<file path="src/rtl/sensors_accumulator.sv">
// Sequential sensor summing block: snapshot, per-channel scan, restoring divide, valid/ready result.
// Optional min/max tracking is enabled by defining SENSORS_MIN_MAX_EN.
`timescale 1ns/1ps
module sensors_accumulator #(
   parameter int NR_SENSORS = 5,
   parameter int DATA_WIDTH = 8,
   parameter int SUM_WIDTH  = 16,
   parameter int CNT_WIDTH  = 8
) (
   input  logic                             clk_i,
   input  logic                             rst_i,
   input  logic                             start_i,
   input  logic [NR_SENSORS*DATA_WIDTH-1:0] sensors_data_i,
   input  logic [NR_SENSORS-1:0]            sensors_en_i,
   output logic                             busy_o,
   output logic                             valid_o,
   input  logic                             ready_i,
   output logic [SUM_WIDTH-1:0]             temp_sum_o,
   output logic [CNT_WIDTH-1:0]             nr_active_sensors_o,
   output logic [DATA_WIDTH-1:0]            temp_avg_o,
`ifdef SENSORS_MIN_MAX_EN
   output logic [DATA_WIDTH-1:0]            temp_min_o,
   output logic [DATA_WIDTH-1:0]            temp_max_o,
`endif
   output logic                             no_sensor_o
);

   localparam int IDX_W = $clog2(NR_SENSORS + 1);
   localparam int BIT_W = $clog2(SUM_WIDTH);
   localparam logic [IDX_W-1:0] DECIDE_IDX = IDX_W'(NR_SENSORS);
   localparam logic [BIT_W-1:0] LAST_BIT   = BIT_W'(SUM_WIDTH - 1);

   typedef enum logic [1:0] {S_IDLE, S_SCAN, S_DIVIDE, S_DONE} state_t;

   state_t                           r_state;
   logic [NR_SENSORS*DATA_WIDTH-1:0] r_data;
   logic [NR_SENSORS-1:0]            r_en;
   logic [IDX_W-1:0]                 r_idx;
   logic [SUM_WIDTH-1:0]             r_sum;
   logic [CNT_WIDTH-1:0]             r_cnt;
   logic [SUM_WIDTH-1:0]             r_rem;
   logic [SUM_WIDTH-1:0]             r_quo;
   logic [BIT_W-1:0]                 r_bit;
   logic                             r_valid;
   logic [SUM_WIDTH-1:0]             r_sum_out;
   logic [CNT_WIDTH-1:0]             r_cnt_out;
   logic [DATA_WIDTH-1:0]            r_avg_out;
   logic                             r_nos_out;
`ifdef SENSORS_MIN_MAX_EN
   logic [DATA_WIDTH-1:0]            r_min;
   logic [DATA_WIDTH-1:0]            r_max;
   logic [DATA_WIDTH-1:0]            r_min_out;
   logic [DATA_WIDTH-1:0]            r_max_out;
`endif

   logic [DATA_WIDTH-1:0] w_sample;
   logic                  w_hit;
   logic                  w_capture;
   logic [SUM_WIDTH:0]    w_shift;
   logic [SUM_WIDTH:0]    w_div;
   logic                  w_ge;
   logic [SUM_WIDTH-1:0]  w_diff;
   logic [SUM_WIDTH-1:0]  w_rem_nxt;
   logic [SUM_WIDTH-1:0]  w_quo_nxt;

   always_comb begin
      w_sample = '0;
      w_hit    = 1'b0;
      for (int k = 0; k < NR_SENSORS; k++) begin
         if (r_idx == IDX_W'(k)) begin
            w_sample = r_data[k*DATA_WIDTH +: DATA_WIDTH];
            w_hit    = r_en[k];
         end
      end
   end

   // A new measurement can also be launched in the handshake cycle of the previous one.
   assign w_capture = start_i && ((r_state == S_IDLE) || ((r_state == S_DONE) && ready_i));

   // Remainder stays below the divisor, so a SUM_WIDTH-bit difference is exact whenever w_ge holds.
   assign w_shift   = {r_rem, r_quo[SUM_WIDTH-1]};
   assign w_div     = {1'b0, SUM_WIDTH'(r_cnt)};
   assign w_ge      = (w_shift >= w_div);
   assign w_diff    = w_shift[SUM_WIDTH-1:0] - w_div[SUM_WIDTH-1:0];
   assign w_rem_nxt = w_ge ? w_diff : w_shift[SUM_WIDTH-1:0];
   assign w_quo_nxt = {r_quo[SUM_WIDTH-2:0], w_ge};

   always_ff @(posedge clk_i) begin
      if (rst_i) begin
         r_state   <= S_IDLE;
         r_data    <= '0;
         r_en      <= '0;
         r_idx     <= '0;
         r_sum     <= '0;
         r_cnt     <= '0;
         r_rem     <= '0;
         r_quo     <= '0;
         r_bit     <= '0;
         r_valid   <= 1'b0;
         r_sum_out <= '0;
         r_cnt_out <= '0;
         r_avg_out <= '0;
         r_nos_out <= 1'b0;
`ifdef SENSORS_MIN_MAX_EN
         r_min     <= '0;
         r_max     <= '0;
         r_min_out <= '0;
         r_max_out <= '0;
`endif
      end else begin
         case (r_state)
            S_SCAN: begin
               if (r_idx == DECIDE_IDX) begin
                  if (r_cnt == '0) begin
                     r_sum_out <= r_sum;
                     r_cnt_out <= r_cnt;
                     r_avg_out <= '0;
                     r_nos_out <= 1'b1;
`ifdef SENSORS_MIN_MAX_EN
                     r_min_out <= '0;
                     r_max_out <= '0;
`endif
                     r_valid   <= 1'b1;
                     r_state   <= S_DONE;
                  end else begin
                     r_rem   <= '0;
                     r_quo   <= r_sum;
                     r_bit   <= '0;
                     r_state <= S_DIVIDE;
                  end
               end else begin
                  if (w_hit) begin
                     r_sum <= r_sum + {{(SUM_WIDTH-DATA_WIDTH){1'b0}}, w_sample};
                     r_cnt <= r_cnt + CNT_WIDTH'(1);
`ifdef SENSORS_MIN_MAX_EN
                     if (w_sample < r_min) r_min <= w_sample;
                     if (w_sample > r_max) r_max <= w_sample;
`endif
                  end
                  r_idx <= r_idx + IDX_W'(1);
               end
            end
            S_DIVIDE: begin
               r_rem <= w_rem_nxt;
               r_quo <= w_quo_nxt;
               r_bit <= r_bit + BIT_W'(1);
               if (r_bit == LAST_BIT) begin
                  r_sum_out <= r_sum;
                  r_cnt_out <= r_cnt;
                  r_avg_out <= w_quo_nxt[DATA_WIDTH-1:0];
                  r_nos_out <= 1'b0;
`ifdef SENSORS_MIN_MAX_EN
                  r_min_out <= r_min;
                  r_max_out <= r_max;
`endif
                  r_valid   <= 1'b1;
                  r_state   <= S_DONE;
               end
            end
            S_DONE: begin
               if (ready_i) begin
                  r_valid <= 1'b0;
                  if (!start_i) r_state <= S_IDLE;
               end
            end
            default: ;
         endcase

         if (w_capture) begin
            r_data  <= sensors_data_i;
            r_en    <= sensors_en_i;
            r_idx   <= '0;
            r_sum   <= '0;
            r_cnt   <= '0;
`ifdef SENSORS_MIN_MAX_EN
            r_min   <= '1;
            r_max   <= '0;
`endif
            r_state <= S_SCAN;
         end
      end
   end

   assign busy_o              = (r_state != S_IDLE);
   assign valid_o             = r_valid;
   assign temp_sum_o          = r_sum_out;
   assign nr_active_sensors_o = r_cnt_out;
   assign temp_avg_o          = r_avg_out;
   assign no_sensor_o         = r_nos_out;
`ifdef SENSORS_MIN_MAX_EN
   assign temp_min_o          = r_min_out;
   assign temp_max_o          = r_max_out;
`endif

endmodule

</file>
<file path="config.mk">
export PLATFORM = sky130hd
export DESIGN_NAME = sensors_accumulator
export DESIGN_NICKNAME = d
export VERILOG_FILES = /design/src/rtl/sensors_accumulator.sv
export SDC_FILE = /design/constraint.sdc
export NUM_CORES = 1
export LEC_CHECK = 0
export CORE_MARGIN = 8
export CORE_UTILIZATION = 51
export CTS_CLUSTER_SIZE = 30
export DETAILED_ROUTE_END_ITERATION = 10
export HOLD_SLACK_MARGIN = 0.02
export PLACE_DENSITY_LB_ADDON = 0.12
export REMOVE_ABC_BUFFERS = 1
export SLEW_MARGIN = 0
export SYNTH_ARGS = -nofsm -noshare
export SYNTH_HDL_FRONTEND = slang
export SYNTH_SLANG_ARGS = --single-unit
export TNS_END_PERCENT = 50
</file>
<file path="constraint.sdc">
create_clock -name clk_i -period 3.95 [get_ports clk_i]
set_input_delay 0.79 -clock clk_i [delete_from_list [all_inputs] [get_ports clk_i]]
set_output_delay 0.79 -clock clk_i [all_outputs]
set_load 0.01 [all_outputs]
</file>
-- Yosys cells after proc, flatten, opt, wreduce, memory -nomap -nowiden
Cells that the tools add are included.
- register bits after elaboration: 144
- latch bits: 0
- RAM bits: 0
- memory bits (read-only): 0
- input bits: 49
- output and inout bits: 35
- logic and storage cells: 105
- memories: 0
- add/subtract/negate cells: 5
- $mul: 0
- div/mod/pow operators: 0
- order comparisons: 1
- eq/ne operators: 19
- shift operators: 0
- muxes and demuxes: 46
- bitwise logic cells: 1
- reductions and logical operators: 18
- operators by type and width (kind ; number):
    2-to-1 mux 16 bit ; 8
    case mux 16 bit (2 select lines) ; 3
    2-to-1 mux 8 bit ; 11
    case mux 8 bit (2 select lines) ; 2
    greater-or-equal comparator 17 x 8 -> 1 bit ; 1
    adder 16 x 8 -> 16 bit ; 1
    subtractor 16 x 8 -> 16 bit ; 1
    AND reduction 5 bit ; 3
    2-to-1 mux 1 bit ; 12
    inequality test 2 bit (second input constant) ; 6
    inequality test 3 bit (second input constant) ; 4
    adder 8 x 1 -> 8 bit (second input constant) ; 1
    zero test 8 bit ; 1
    2-to-1 mux 2 bit ; 4
    2-to-1 mux 4 bit ; 2
    case mux 4 bit (2 select lines) ; 1
    equality test 3 x 2 -> 1 bit (second input constant) ; 2
    equality test 3 bit (second input constant) ; 2
    case mux 2 bit (3 select lines) ; 1
    AND reduction 3 bit ; 2
    adder 4 x 1 -> 4 bit (second input constant) ; 1
    equality test 2 bit (second input constant) ; 2
    equality test 4 bit (second input constant) ; 1
    AND reduction 4 bit ; 1
    15 further kinds ; 17

-- Longest topological paths before layout
Gate-level depths: netlist of run 1.
- word-level depth: 7
- mapped depth: 18
- mapped depth without buffers: 16

-- Worst setup path before layout of run 1
No wires, ideal clock.
- path kind: register to register
- start point: reg r_idx[1]
- end point: reg r_sum[10]
- library setup time: 70 ps
- data arrival time: 3645 ps
- required time: 3880 ps
- setup slack: 234 ps
- stages on the path, launching flop included: 18
- path buffers: 1
- period minus slack after synthesis: 3716 ps
- path through: dfxtp_1 > inv_1 > ha_1 > clkbuf_1 > nor3b_1 > a222oi_1 > nor3_1 > a21oi_1 > o21ai_0 > ha_1 > inv_1 > fa_1 > nor2b_1 > o211ai_1 > a21boi_0 > o41ai_1 > or4_1 > a21oi_1
- cells in the longest elaborated chain, start to end: 7
- elaborated cells between the ends (all ways): 19
- those cells by class: 1 x add/sub; 5 x eq/ne; 10 x mux; 1 x bitwise; 2 x reduce/logical
- RTL lines (item ; line ; text):
    from (decl) ; 38 ; logic [IDX_W-1:0] r_idx;
    from (signal assigned) ; 140 ; r_idx <= r_idx + IDX_W'(1);
    zero test 3 bit ; 70 ; if (r_idx == IDX_W'(k)) begin
    2-to-1 mux 8 bit or 2-to-1 mux 1 bit (tied branches) (5 in series) ; 70 ;
    adder 16 x 8 -> 16 bit or AND reduction 3 bit (tied branches) ; n/a ;
    to (signal assigned) ; 133 ; r_sum <= r_sum + {{(SUM_WIDTH-DATA_WIDTH){1'b0}}, w_sample};
    to (decl) ; 39 ; logic [SUM_WIDTH-1:0] r_sum;
Several ways; a longest one is shown, not always the timed one.
A chain may end at the register's enable or synchronous reset.

-- Worst setup path after layout of run 1
Same ends and word-level chain as after synthesis.

==> flow_metrics.py, run 1 <==
metrics = {
    "finish": {
        "multiInputGateArea_um2": 3850,
        "final_cell_mix": "nand2_1, dfxtp_1, a21oi_1",
        "area_delta_synth_final_pct": 21.9,
        "nets": 1028,
        "final_common_cell": "nand2_1",
        "fillers": 1230,
        "final_util": 0.627,
        "drive_above_1_share": 0.0626,
        "diodes": 0,
        "regArea_um2": 2880,
    },
    "place": {
        "place_congestion": 0.881,
        "dp_hpwl_mm": 12.6,
        "portBuffers": 83,
    },
    "critical_path": {
        "crit_fanout": 7,
        "critPathKind": "reg -> reg",
        "r2r-start": "r_idx[1]$_SDFFE_PP0P_",
        "rr_worst_depth": 17,
        "r2r_end": "r_sum[10]$_SDFFE_PP0P_",
        "critical_path_arrival_ps": 3920,
        "reg2reg_setup_slack_ps": 360,
        "worst-endpoint-required_ps": 4280,
        "worstSetupEndpointType": "register",
        "crit_path_start_kind": "register",
        "startpoint": "r_idx[1]$_SDFFE_PP0P_",
    },
    "pwr": {
        "p_comb_frac": 0.312,
        "vdd_drop_max_uv": 340,
        "power_switching_mw": 1.71,
        "p_seq_frac": 0.366,
        "pwr-share-clk": 0.322,
        "leakage_nw": 3.06,
        "power_density_nw_per_um2": 569,
        "switching_share": 0.350,
        "internal_power_mw": 3.16,
    },
    "drt": {
        "dr.pass1.iters": 5,
        "wl_per_cell_um": 15.4,
        "drtIter0Drc": 487,
        "ant_nets": 0,
        "vias_per_cell": 5.61,
        "drt-total-wl_mm": 17.5,
        "dr_total_vias": 6380,
        "drc": 0,
    },
    "floorplanning": {
        "num_rows": 43,
        "dieArea_um2": 17800,
        "die_width_um": 133,
        "pin_count": 84,
        "core_um2": 13700,
        "die-height_um": 133,
        "start_util": 0.514,
    },
    "flow_run": {
        "drv_cap": 0,
    },
    "sta": {
        "rsz0062_at_grt": "no",
        "tns_ps": 0,
        "drv_slew": 0,
        "fin_crit_sh": 0.909,
        "worstMarginPinSlew_ps": 1110,
        "relSlewSlack": 0.262,
        "holdWs_ps": 453,
        "clock_skew_ps": 6.48,
        "setup_viol": 0,
        "min_period_ps": 3590,
        "fmaxAchievable_mhz": 278,
        "hold_viol_final": 0,
    },
    "logic_synthesis": {
        "seq_area_frac_synth": 0.410,
        "yosysWarnings": 0,
        "synth_edf_count": 0,
        "avgSynthCellArea_um2": 7.95,
        "synth_area_um2": 7030,
        "ys_ff_latch": 144,
        "async_reset_ff_frac": 0,
        "netlist_instances": 884,
        "synthFlopType": "dfxtp_1",
        "ys_types": 66,
    },
    "cts": {
        "clkLatencyLatePin_ps": 420,
        "clk_path_buf_depth": 2,
        "hold_buffers": 0,
        "cts_buffers": 17,
        "cts.sinks": 144,
        "ctsResizeCount": 0,
        "clkSlewWorstSetupHoldPaths_ps": 60,
        "cts-root-buf": "clkbuf_16",
        "htreeDepth": 4,
        "post_cts_buffers": 0,
        "cts_tree": "yes",
    },
    "worst_hold_path": {
        "worstHoldEndpoint": "temp_sum_o[11]$_SDFFE_PP0P_",
        "hold_class": "reg -> reg",
        "whs_path_depth": 2,
        "hold_path.startpoint": "temp_sum_o[11]$_SDFFE_PP0P_",
    },
    "global_routing": {
        "grt_pass1_wl_mm": 29.5,
        "grt.total_usage": 0.199,
        "antenna_found_initial": 0,
        "grt_start_max_net_pins": 64,
        "grt_pass1_vias": 6067,
        "grt_overflow_total": 0,
    },
    "run_status": {
        "outcome": "complete, no violations",
    },
}
[layout make-up]
type,count,share of cell area
inverters,27,0.0118
clock inverters,8,0.0124
clock buffers,23,0.0546
repair buffers,97,0.109
multi-input cells,659,0.449
well taps,180,0.0263
flip-flops and latches,144,0.337
[power groups by stage]
stage	registers [mW]	clock network, mW	logic (mW)
2_1_floorplan	1.75	0	1.06
3_3_place_gp	1.80	0	1.45
3_5_place_dp	1.80	0	1.49
4_1_cts	1.77	1.60	1.51
5_1_grt	1.80	1.67	1.70
6_report	1.78	1.57	1.52
[state kept, by name, summed over array words and instances (netlist names), 5 cells and up]
signal / cells
r_rem: 16
r_en: 5
temp_avg_o: 8
r_sum: 16
r_data: 40
r_cnt: 8
r_quo: 16
temp_sum_o: 16
nr_active_sensors_o: 8
[critical path, cell delays in order (launching register included)]
cell and delay, ps:
dfxtp_1 330, inv_1 140, ha_1 220, nor3b_2 240, a222oi_1 110, nor3_1 150, a21oi_1 50, o21ai_0 160
ha_1 210, inv_1 60, fa_1 400, nor2b_1 180, o211ai_1 110, a21boi_1 210, o41ai_1 100, buf_4 160
or4_1 510, a21oi_1 150
[kinds of logic (layout without fill, tap and decap cells)]
logic type	count (synthesis)	count (layout)	share of synthesized area
simple gates	346	346	0.214
buf+inv	81	155	0.0477
compound gates	236	236	0.209
mux	19	19	0.0271
flops	144	144	0.410
fa+ha+maj	33	33	0.0609
xor+xnor	25	25	0.0311
[metrics by stage]
step / area, um^2 / power (mW) / cells / setup slack (ps)
after floorplan: 6800 / 2.81 / 830 / -988
after global placement: 7970 / 3.24 / 1107 / 366
after detailed placement: 7970 / 3.30 / 1107 / 176
after CTS: 8550 / 4.88 / 1138 / 165
after global routing: 8570 / 5.18 / 1138 / 17.3
final: 8570 / 4.87 / 1138 / 359
[worst max-delay path by stage]
stage                              to  cells past startpoint
6_report       r_sum[10]$_SDFFE_PP0P_                     17
5_1_grt        r_sum[10]$_SDFFE_PP0P_                     17
2_1_floorplan   r_idx[2]$_SDFFE_PP0P_                      5
3_5_place_dp   r_sum[10]$_SDFFE_PP0P_                     17
4_1_cts        r_sum[10]$_SDFFE_PP0P_                     17
3_3_place_gp   r_sum[10]$_SDFFE_PP0P_                     17
[per-layer routing]
metal  share of wire  up-vias  GRT usage  routed length (um)
li1                -     3201          -                   -
met1            0.47     2996      0.251                8130
met2            0.47      163      0.326                8290
met3           0.046       20     0.0508                 808
met4           0.014        0     0.0655                 253
met5               0        -          0                   0
[synthesized netlist by cell type, drive strengths merged (18+ instances only)]
library cell | instances | area [um^2]
inv | 27 | 101
a211oi | 22 | 175
clkbuf | 44 | 169
nor3 | 18 | 90.1
a21oi | 117 | 597
nand2 | 202 | 758
nor2 | 64 | 240
ha | 31 | 388
dfxtp | 144 | 2880
xnor2 | 20 | 175
o21ai | 35 | 175
nand3 | 19 | 95.1
mux2i | 19 | 190
(Power assumes the default switching activity.)
==> run 2, diff against run 1 <==
--- a/config.mk
+++ b/config.mk
@@ -6,7 +6,7 @@
 export NUM_CORES = 1
 export LEC_CHECK = 0
 export CORE_MARGIN = 8
-export CORE_UTILIZATION = 51
+export CORE_UTILIZATION = 30
 export CTS_CLUSTER_SIZE = 30
 export DETAILED_ROUTE_END_ITERATION = 10
 export HOLD_SLACK_MARGIN = 0.02
==> run 2 against run 1 <==
Compared with the run above: combinational power is 3% higher; non-clock buffer count is 3 higher; first-iteration DRC count is 27% lower; worst setup slack worse by 12 ps; clock skew is 1.9 ps higher; clock power is 9% higher; via count is 4.0% lower; fmax is 0.32% lower; global-route usage is 6.4 points lower; power is 3.6% higher; critical endpoint unchanged.
==> flow_metrics.py, run 2 (same netlist as run 1, synthesis figures left out) <==
metrics = {
    "run_status": {
        "outcome": "complete, no violations",
    },
    "critical_path": {
        "critical_path.slowest_cell": "or4_1",
        "crit_family": "simple AND/OR/NAND/NOR gates",
        "path_buf_inv": 3,
        "critPathKind": "reg -> reg",
        "max_stage_delay_ps": 520,
        "crit_chain": "inv_1 > ha_1 > buf_4 > nor2b_1 > a222oi_1 > nor3_1 > a21oi_1 > o21ai_0 > ha_1 > inv_1 > fa_1 > nor2b_1 > o211ai_1 > a21boi_1 > o41ai_2 > or4_1 > a21oi_1",
        "reg2reg_setup_slack_ps": 350,
        "worst-endpoint-required_ps": 4310,
        "crit_fanout": 8,
        "critical_path_arrival_ps": 3970,
        "crit_path_start_kind": "register",
        "worstSetupEndpointType": "register",
    },
    "cts": {
        "clkSlewWorstSetupHoldPaths_ps": 60,
        "clk_path_buf_depth": 2,
        "cts.sinks": 144,
        "cts-root-buf": "clkbuf_16",
        "cts_tree": "yes",
        "htreeDepth": 4,
        "cts_buffers": 17,
        "clkLatencyLatePin_ps": 430,
        "hold_buffers": 0,
    },
    "floorplanning": {
        "die-height_um": 169,
        "num_rows": 56,
        "die_width_um": 169,
        "pin_count": 84,
        "dieArea_um2": 28600,
        "start_util": 0.302,
        "core_um2": 23300,
    },
    "drt": {
        "wl_met3_um": 715,
        "met2_wirelength_mm": 8.21,
        "wl_met1_mm": 9.56,
        "ant_nets": 0,
        "vias_per_cell": 4.78,
        "drc": 0,
        "dr.pass1.iters": 6,
        "dr_total_vias": 6126,
        "highest_layer": "met4",
        "drt-total-wl_mm": 18.7,
        "drtIter0Drc": 357,
        "wl_per_cell_um": 14.6,
    },
    "worst_hold_path": {
        "hold_class": "reg -> reg",
    },
    "place": {
        "place_congestion": 0.806,
        "dp_cells": 1248,
        "post-place-ws_ps": -293,
        "dp_hpwl_mm": 13.4,
        "portBuffers": 83,
    },
    "finish": {
        "diodes": 0,
        "area_delta_synth_final_pct": 25.4,
        "final_cells": 1281,
        "drive_above_1_share": 0.0686,
        "nets": 1031,
        "final_common_cell": "nand2_1",
        "largest_reg_flops": 40,
        "regMostFlops": "r_data",
        "final_cell_mix": "nand2_1, dfxtp_1, a21oi_1",
    },
    "global_routing": {
        "grt_pass1_wl_mm": 31.5,
        "antenna_found_initial": 0,
        "grt_overflow_total": 0,
        "grt_start_max_net_pins": 72,
        "grt_pass1_vias": 6027,
        "grt.total_usage": 0.136,
    },
    "pwr": {
        "leakage_nw": 3.12,
        "vdd_drop_max_uv": 292,
        "power_density_nw_per_um2": 572,
    },
    "sta": {
        "drv_slew": 0,
        "fin_crit_sh": 0.912,
        "tns_ps": 0,
        "holdWs_ps": 450,
        "min_period_ps": 3600,
        "fmaxAchievable_mhz": 278,
        "rsz0062_at_grt": "no",
        "worstMarginPinSlew_ps": 996,
        "setup_viol": 0,
        "hold_viol_final": 0,
        "setup_slack_ps": 348,
        "clock_skew_ps": 8.35,
        "relSlewSlack": 0.319,
    },
    "flow_run": {
        "drv_cap": 0,
    },
}
run 2: cell types whose count changed in the layout (fill, tap and decap cells not counted), sizes merged:
cell / previous run / this run
buf: 15 / 18
bufinv: 2 / 3
clkbuf: 23 / 19
clkinv: 3 / 6
clkinvlp: 2 / 0
inv: 28 / 31
run 2: final cells by class:
cell class,instances,area [um^2]
repair buffers,100,956
multi-input cells,659,3860
clock buffers,19,443
fillers,2488,14400
flip-flops and latches,144,2880
inverters,27,101
well taps,319,399
clock inverters,13,179
run 2: routing by layer:
layer | vias up | global-route usage
met2 | 95 | 0.208
met5 | - | 0
met3 | 16 | 0.0342
met1 | 2791 | 0.184
li1 | 3224 | -
met4 | 0 | 0.0427
run 2: where the power goes:
part	internal [mW]	switching, mW
registers	1.63	0.141
clock network	1.03	0.685
logic	0.595	0.970
total	3.25	1.80
run 2: worst paths after layout:
path | startpoint | to | cells after the start
max reg2reg | r_idx[1]$_SDFFE_PP0P_ | r_sum[10]$_SDFFE_PP0P_ | 17
min | temp_avg_o[0]$_SDFFE_PP0P_ | temp_avg_o[0]$_SDFFE_PP0P_ | 2
min reg2reg | temp_avg_o[0]$_SDFFE_PP0P_ | temp_avg_o[0]$_SDFFE_PP0P_ | 2
max | r_idx[1]$_SDFFE_PP0P_ | r_sum[10]$_SDFFE_PP0P_ | 17
run 2: through the flow:
stage | utilization | area (um^2) | power [mW]
3_3_place_gp | 0.351 | 8170 | 3.36
2_1_floorplan | - | 6800 | 2.81
5_1_grt | 0.379 | 8820 | 5.40
3_5_place_dp | 0.351 | 8170 | 3.36
6_report | 0.379 | 8820 | 5.05
4_1_cts | 0.378 | 8800 | 5.09
run 2: repair_timing:
| action | in CTS | in global routing |
|---|---|---|
| resized for setup | 1 | 3 |
| buffers inserted | 0 | 1 |
| pin swaps | 0 | 1 |
| endpoints found under the setup margin | 4 | 4 |
run 2: worst register-to-register path: stages, from the launching register on:
cell,delay [ps]
dfxtp_1,330
inv_1,90
ha_1,220
buf_4,170
nor2b_1,210
a222oi_1,120
nor3_1,150
a21oi_1,60
o21ai_0,180
ha_1,220
inv_1,60
fa_1,400
nor2b_1,170
o211ai_1,100
a21boi_1,260
o41ai_2,150
or4_1,520
a21oi_1,140
